--- src/rtl/rr_decode_arbiter.sv ---
// Round-robin arbiter sharing one decoded resource among 4 requesters.
// Holds each grant until the owner finishes, drops its request or hits HOLD_MAX.
module rr_decode_arbiter #(
   parameter int HOLD_MAX = 16,
   parameter int CNT_W    = 5
) (
   input  logic       clk,
   input  logic       rst_n,
   input  logic [3:0] req,
   input  logic [3:0] done,
   output logic       grant_en,
   output logic [1:0] grant_idx,
   output logic [3:0] grant_n,
   output logic       busy,
   output logic       timeout
);

   typedef enum logic [1:0] {IDLE, GRANT, RELEASE} state_t;

   state_t           state;
   logic [1:0]       last;
   logic [CNT_W-1:0] hold_cnt;

   logic [1:0] pick;
   logic       pick_vld;
   logic [1:0] scan_k;
   logic       owner_done;
   logic       owner_req;
   logic       at_limit;
   logic       release_now;

   // Scan from the farthest candidate back to the nearest so the nearest
   // requester after 'last' is the one left standing.
   // NOTE: every combinational output gets a default first so no latch is inferred.
   always_comb begin
      pick     = 2'd0;
      pick_vld = 1'b0;
      scan_k   = 2'd0;
      for (int i = 4; i >= 1; i--) begin
         scan_k = last + 2'(i);
         if (req[scan_k]) begin
            pick     = scan_k;
            pick_vld = 1'b1;
         end
      end
   end

   assign owner_done  = done[grant_idx];
   assign owner_req   = req[grant_idx];
   assign at_limit    = (HOLD_MAX != 0) && (hold_cnt == CNT_W'(HOLD_MAX - 1));
   assign release_now = owner_done | ~owner_req | at_limit;

   // NOTE: sequential state uses non-blocking assignments only, so every flop
   // samples the pre-edge values regardless of statement order.
   always_ff @(posedge clk or negedge rst_n) begin
      if (!rst_n) begin
         state     <= IDLE;
         grant_en  <= 1'b0;
         grant_idx <= 2'd0;
         busy      <= 1'b0;
         timeout   <= 1'b0;
         hold_cnt  <= '0;
         last      <= 2'd3;
      end else begin
         timeout <= 1'b0;
         case (state)
            IDLE: begin
               if (pick_vld) begin
                  grant_idx <= pick;
                  grant_en  <= 1'b1;
                  hold_cnt  <= '0;
                  busy      <= 1'b1;
                  state     <= GRANT;
               end
            end
            GRANT: begin
               if (release_now) begin
                  grant_en <= 1'b0;
                  last     <= grant_idx;
                  timeout  <= at_limit & ~owner_done & owner_req;
                  state    <= RELEASE;
               end else if (int'(hold_cnt) < HOLD_MAX) begin
                  hold_cnt <= hold_cnt + 1'b1;
               end
            end
            RELEASE: begin
               // 'last' already points at the previous owner, so it only wins
               // again when nobody else is asking.
               if (pick_vld) begin
                  grant_idx <= pick;
                  grant_en  <= 1'b1;
                  hold_cnt  <= '0;
                  state     <= GRANT;
               end else begin
                  busy  <= 1'b0;
                  state <= IDLE;
               end
            end
            default: begin
               grant_en <= 1'b0;
               busy     <= 1'b0;
               state    <= IDLE;
            end
         endcase
      end
   end

   // Built from flops that reset asynchronously, so selects deassert at once on reset.
   assign grant_n = ~(4'b0001 << grant_idx) | {4{~grant_en}};

endmodule

--- config.mk ---
export PLATFORM = sky130hd
export DESIGN_NAME = rr_decode_arbiter
export DESIGN_NICKNAME = d
export VERILOG_FILES = /design/src/rtl/rr_decode_arbiter.sv
export SDC_FILE = /design/constraint.sdc
export NUM_CORES = 1
export LEC_CHECK = 0
export ABC_AREA = 1
export BUFFER_PORTS_ARGS = -buffer_cell sky130_fd_sc_hd__buf_2
export CAP_MARGIN = 20
export CORE_UTILIZATION = 40
export DETAILED_ROUTE_END_ITERATION = 8
export PLACE_DENSITY_LB_ADDON = 0.08
export SLEW_MARGIN = 20
export SYNTH_ARGS = -nofsm -noshare
export SYNTH_HDL_FRONTEND = slang
export SYNTH_SLANG_ARGS = --single-unit
--- constraint.sdc ---
create_clock -name clk -period 3.7 [get_ports clk]
set_input_delay 0.37 -clock clk [delete_from_list [all_inputs] [get_ports clk]]
set_output_delay 0.37 -clock clk [all_outputs]
set_load 0.1 [all_outputs]
Word-level counts from Yosys, hierarchy flattened
Cells that the tools add are included.
Storage, ports and cells
  register bits: 14
  latch bits: 0
  bits in writable memories: 0
  bits in read-only memories: 0
  input port bits: 10
  output and inout port bits: 9
  memories kept: 0
Operators by class
  $add $sub $neg: 4
  multiply operators: 0
  div/mod/pow operators: 0
  magnitude comparators: 6
  equal/unequal tests: 9
  shift-type cells: 1
  mux-type cells: 35
  bitwise logic cells: 10
  reductions and logical operators: 9
Operators with widths (number)
  two-way mux 1 bit: 16
  less-than comparator 2 x 3 -> 1 bit, second input constant: 5
  two-way mux 5 bit: 3
  binary-select mux 1 bit (select 2 bit): 6
  two-way mux 2 bit: 6
  inequality test 2 bit, second input constant: 5
  case mux 5 bit (2 select lines): 1
  AND reduction 2 bit: 4
  case mux 2 bit (3 select lines): 1
  adder 5 x 1 -> 5 bit, second input constant: 1
  equality test 5 x 4 -> 1 bit, second input constant: 1
  less-than comparator 5 bit, second input constant: 1
  adder 2 bit, second input constant: 2
  inverter 1 bit: 4
  inverter 4 bit: 1
  OR 4 bit: 1
  AND reduction 4 bit: 1
  left shift 1 x 2 -> 4 bit, first input constant: 1
  case mux 1 bit (3 select lines): 1
  AND reduction 3 bit: 1
  adder 2 x 1 -> 2 bit, second input constant: 1
  bitwise AND 1 bit: 2
  equality test 2 x 1 -> 1 bit, second input constant: 1
  equality test 2 bit, second input constant: 1
  6 further kinds: 7

Depth between registers and ports, before layout
  depth in word-level cells: 8
  depth in mapped cells: 12
  mapped depth without buffers: 11

Worst setup path after synthesis
OpenSTA, ideal clock, no wires.
  kind: reg2out
  start: register grant_idx[0]
  end: output port grant_n[2]
  arrival: 1.937 ns
  setup slack: 1.393 ns
  stages on the path, launching flop included: 4
  cells stage by stage: dfrtp_1 buf_4 inv_2 nand3_1
On the way
  cells in the longest elaborated chain, start to end: 3
Ends and longest elaborated chain
  start, declared: RTL line 12  | output logic [1:0] grant_idx,
  start signal, assigned: RTL line 69  | grant_idx <= pick;
  start signal, assigned: RTL line 90  | grant_idx <= pick;
  left shift 1 x 2 -> 4 bit: RTL line 109  | assign grant_n = ~(4'b0001 << grant_idx) | {4{~grant_en}};
  inverter 4 bit: RTL line 109
  OR 4 bit: RTL line 109
  end, declared: RTL line 13  | output logic [3:0] grant_n,
Every way passes these cells.

Worst setup path in the final report
  start: register last[0]
  end: register grant_idx[0]
On the way
  cells in the longest elaborated chain, start to end: 7
Ends and longest elaborated chain
  start, declared: RTL line 21  | logic [1:0] last;
  start signal, assigned: RTL line 79  | last <= grant_idx;
  adder 2 bit or binary-select mux 1 bit (select 2 bit) (tied branches): RTL line 40, 41
  binary-select mux 1 bit (select 2 bit) or two-way mux 1 bit (tied branches): RTL line 41  | if (req[scan_k]) begin
  two-way mux 1 bit (not written as such): RTL line 41
  two-way mux 1 bit (3 in series): RTL line 41
  AND reduction 2 bit (no source line)
Parallel ways exist; a longest one is shown, timed or not. The select of a mux whose other input is x is not followed.
A chain may end at the register's enable or synchronous reset.

==> flow_metrics.tcl <==
set metrics [dict create \
    status "complete, no violations" \
    timing.fmax_ghz 0.535 \
    synth_cell_types 21 \
    clockBufferDepth 2 \
    fin_tns_setup_ps 0 \
    worstSetupPathType "reg2reg" \
    tritoncts "done" \
    antenna_found_initial 0 \
    cp.required_ps 3880 \
    crit_top_cell "nand2_1" \
    fin_nets 182 \
    syn_area_um2 992 \
    firstDrtPassIters 4 \
    post_cts_buffers 0 \
    finalHoldViolCount 0 \
    antenna_cells 0 \
    drive_above_1_share_pct 21.9 \
    syn_to_final_growth_pct 13.5 \
    synth_top_cells_by_area "dfrtp_1 30%, nand2_1 22%, nand3_1 10%, inv_1 6.1%, dfstp_2 5.3%" \
    gp_congestion 0.845 \
    end_kind "flop" \
    syn-mean-instance-area_um2 6.61 \
    max_cap_viol_count 0 \
    ys_warn_count 0 \
    io_pins 19 \
    root_buffer "clkbuf_4" \
    max_slew_margin_pct 61.1 \
    grt_util_all_layers_pct 19.1 \
    grt_pass1_vias 893 \
    port_buffers 18 \
    rsz0062_at_grt "false" \
    cts_sinks 14 \
    period_needed_ps 1870 \
    numCtsBuffers 3 \
    drt.antenna.violating_nets 0 \
    start_util_pct 43.6 \
    vias 973 \
    routed_wl_mm 2.12 \
    clk_pin_slew_ps 90 \
    synth-seq-cells 14 \
    synth_edf_count 0 \
    worst_setup_path_start_kind "flop" \
    finalCritPeriodShare_pct 50.5 \
    htreeDepth 1 \
    synth_common_cells "57 x nand2_1, 20 x nand3_1, 16 x inv_1, 12 x dfrtp_1, 7 x nor2_1" \
    max_stage_delay_ps 660 \
    slew_viol_final 0 \
    fp-row-count 17 \
    syn_inst 150 \
    route.detailed.drc 0 \
    fp.coreArea_um2 2280 \
    critPathArrivalTime_ps 2050 \
    finClkSkew_ps 3.39 \
    worst_path_max_delay_cell "dfstp_2" \
    fp.dieH_um 51.8 \
    grt_pass1_wl_mm 3.75 \
    hp-class "in2reg" \
    grt-ovfl-total 0 \
    synthFlopType "dfrtp_1" \
    yosysMostFrequentCell "nand2_1" \
    synth_nets 162 \
    grt_max_degree 15 \
    die_w_um 51.8 \
    dp_hpwl_mm 1.64 \
    critical_path.max_fanout 11 \
    drt_iter0_drc 26 \
    die-area_um2 2680 \
    synth_top_area_cell "dfrtp_1" \
    insertion_delay_ps 280 \
    synth_top_area_share_pct 30.3 \
    cp_cell_sequence "nand2_1, nand2_2, nand2_2, o21ai_2, inv_1, nand2_1, inv_1, nand2_1, nand2_1" \
    ys_seq_area_share_pct 35.6 \
    setup_viol 0 \
    tightest_slew_ps 584 \
    async_reset_ff_share_pct 100 \
    via_per_inst 4.94 \
    fillers 235 \
    wire_per_inst_um 10.8 \
]
[stage by stage]
step	instance area [um2]	setup slack (ps)	std cells	hold slack [ps]	util (%)
6_report	1130	1830	197	468	49.5
4_1_cts	1130	1840	197	459	49.5
2_1_floorplan	992	1390	150	74.4	-
3_5_place_dp	1080	1850	192	286	47.4
5_1_grt	1130	1660	197	491	49.5
3_3_place_gp	1080	1910	192	284	47.4
[final timing paths]
kind	to	cells past startpoint	startpoint	slack [ps]
worst max-delay path	grant_idx[0]	9	last[0]	1830
worst min-delay path	timeout	6	done[0]	470
worst max register to register	grant_idx[0]	9	last[0]	1830
worst min register to register	hold_cnt[3]	2	hold_cnt[3]	510
max in group asynchronous	last[0]	2	rst_n	2900
min in group asynchronous	grant_en	2	rst_n	500
[area by class of cell]
type                    count  area [um2]  share of cell area (%)
multi-input cells         111         518                    46.0
well taps                  28        35.0                    3.11
flip-flops and latches     14         353                    31.3
repair buffers             19         100                    8.89
clock buffers               4        36.3                    3.22
inverters                  21        83.8                    7.44
[per-layer routing]
| metal | track usage (%) | wire length [um] | part of all wire [%] | vias to the layer above |
|---|---|---|---|---|
| met5 | 0 | 0 | 0 | - |
| met4 | 4.50 | 13 | 0.61 | 0 |
| met3 | 6.14 | 80 | 3.8 | 2 |
| met2 | 30.1 | 949 | 45 | 18 |
| met1 | 25.1 | 1080 | 51 | 438 |
| li1 | - | - | - | 515 |
[critical path, delay by kind of cell (launching register included)]
kind,cells,cell delay [ps]
AOI/OAI and AO/OA,1,490
buffers and inverters,2,170
and+or+nand+nor,6,460
DFF,1,660
[cells by family after synthesis]
kind of cell    after synthesis  share of synthesized area (%)
compound gates               12                           6.43
fa+ha+maj                     2                           2.52
buf+inv                      25                           12.2
flops                        14                           35.6
simple gates                 97                           43.3
[sequential cells by signal (all words and copies together), names as in the netlist]
register,count
grant_idx,2
timeout,1
hold_cnt,5
last,2
state,2
grant_en,1
busy,1
[placed cells by master (no fill, tap or decap), types with 2 or more instances in the layout]
| cell type | count |
|---|---|
| dfrtp_1 | 12 |
| o21ai_0 | 2 |
| nand2_1 | 57 |
| clkbuf_4 | 3 |
| nor2_2 | 2 |
| nor3_1 | 2 |
| nand4_1 | 3 |
| inv_2 | 3 |
| nand2_2 | 4 |
| nand2_4 | 2 |
| nor2_1 | 7 |
| dfstp_2 | 2 |
| ha_1 | 2 |
| buf_2 | 18 |
| nand3_1 | 20 |
| o21ai_1 | 5 |
| a21oi_1 | 4 |
| inv_1 | 16 |
[what timing repair did]
action | in CTS | in global routing
gates resized for setup | 0 | 0
endpoints found under the hold margin | 12 | 0
hold buffers | 1 | 0
Power is left out: the tool's default activity adds up to more than one toggle a clock period on the data nets, which glitch-free logic cannot reach.
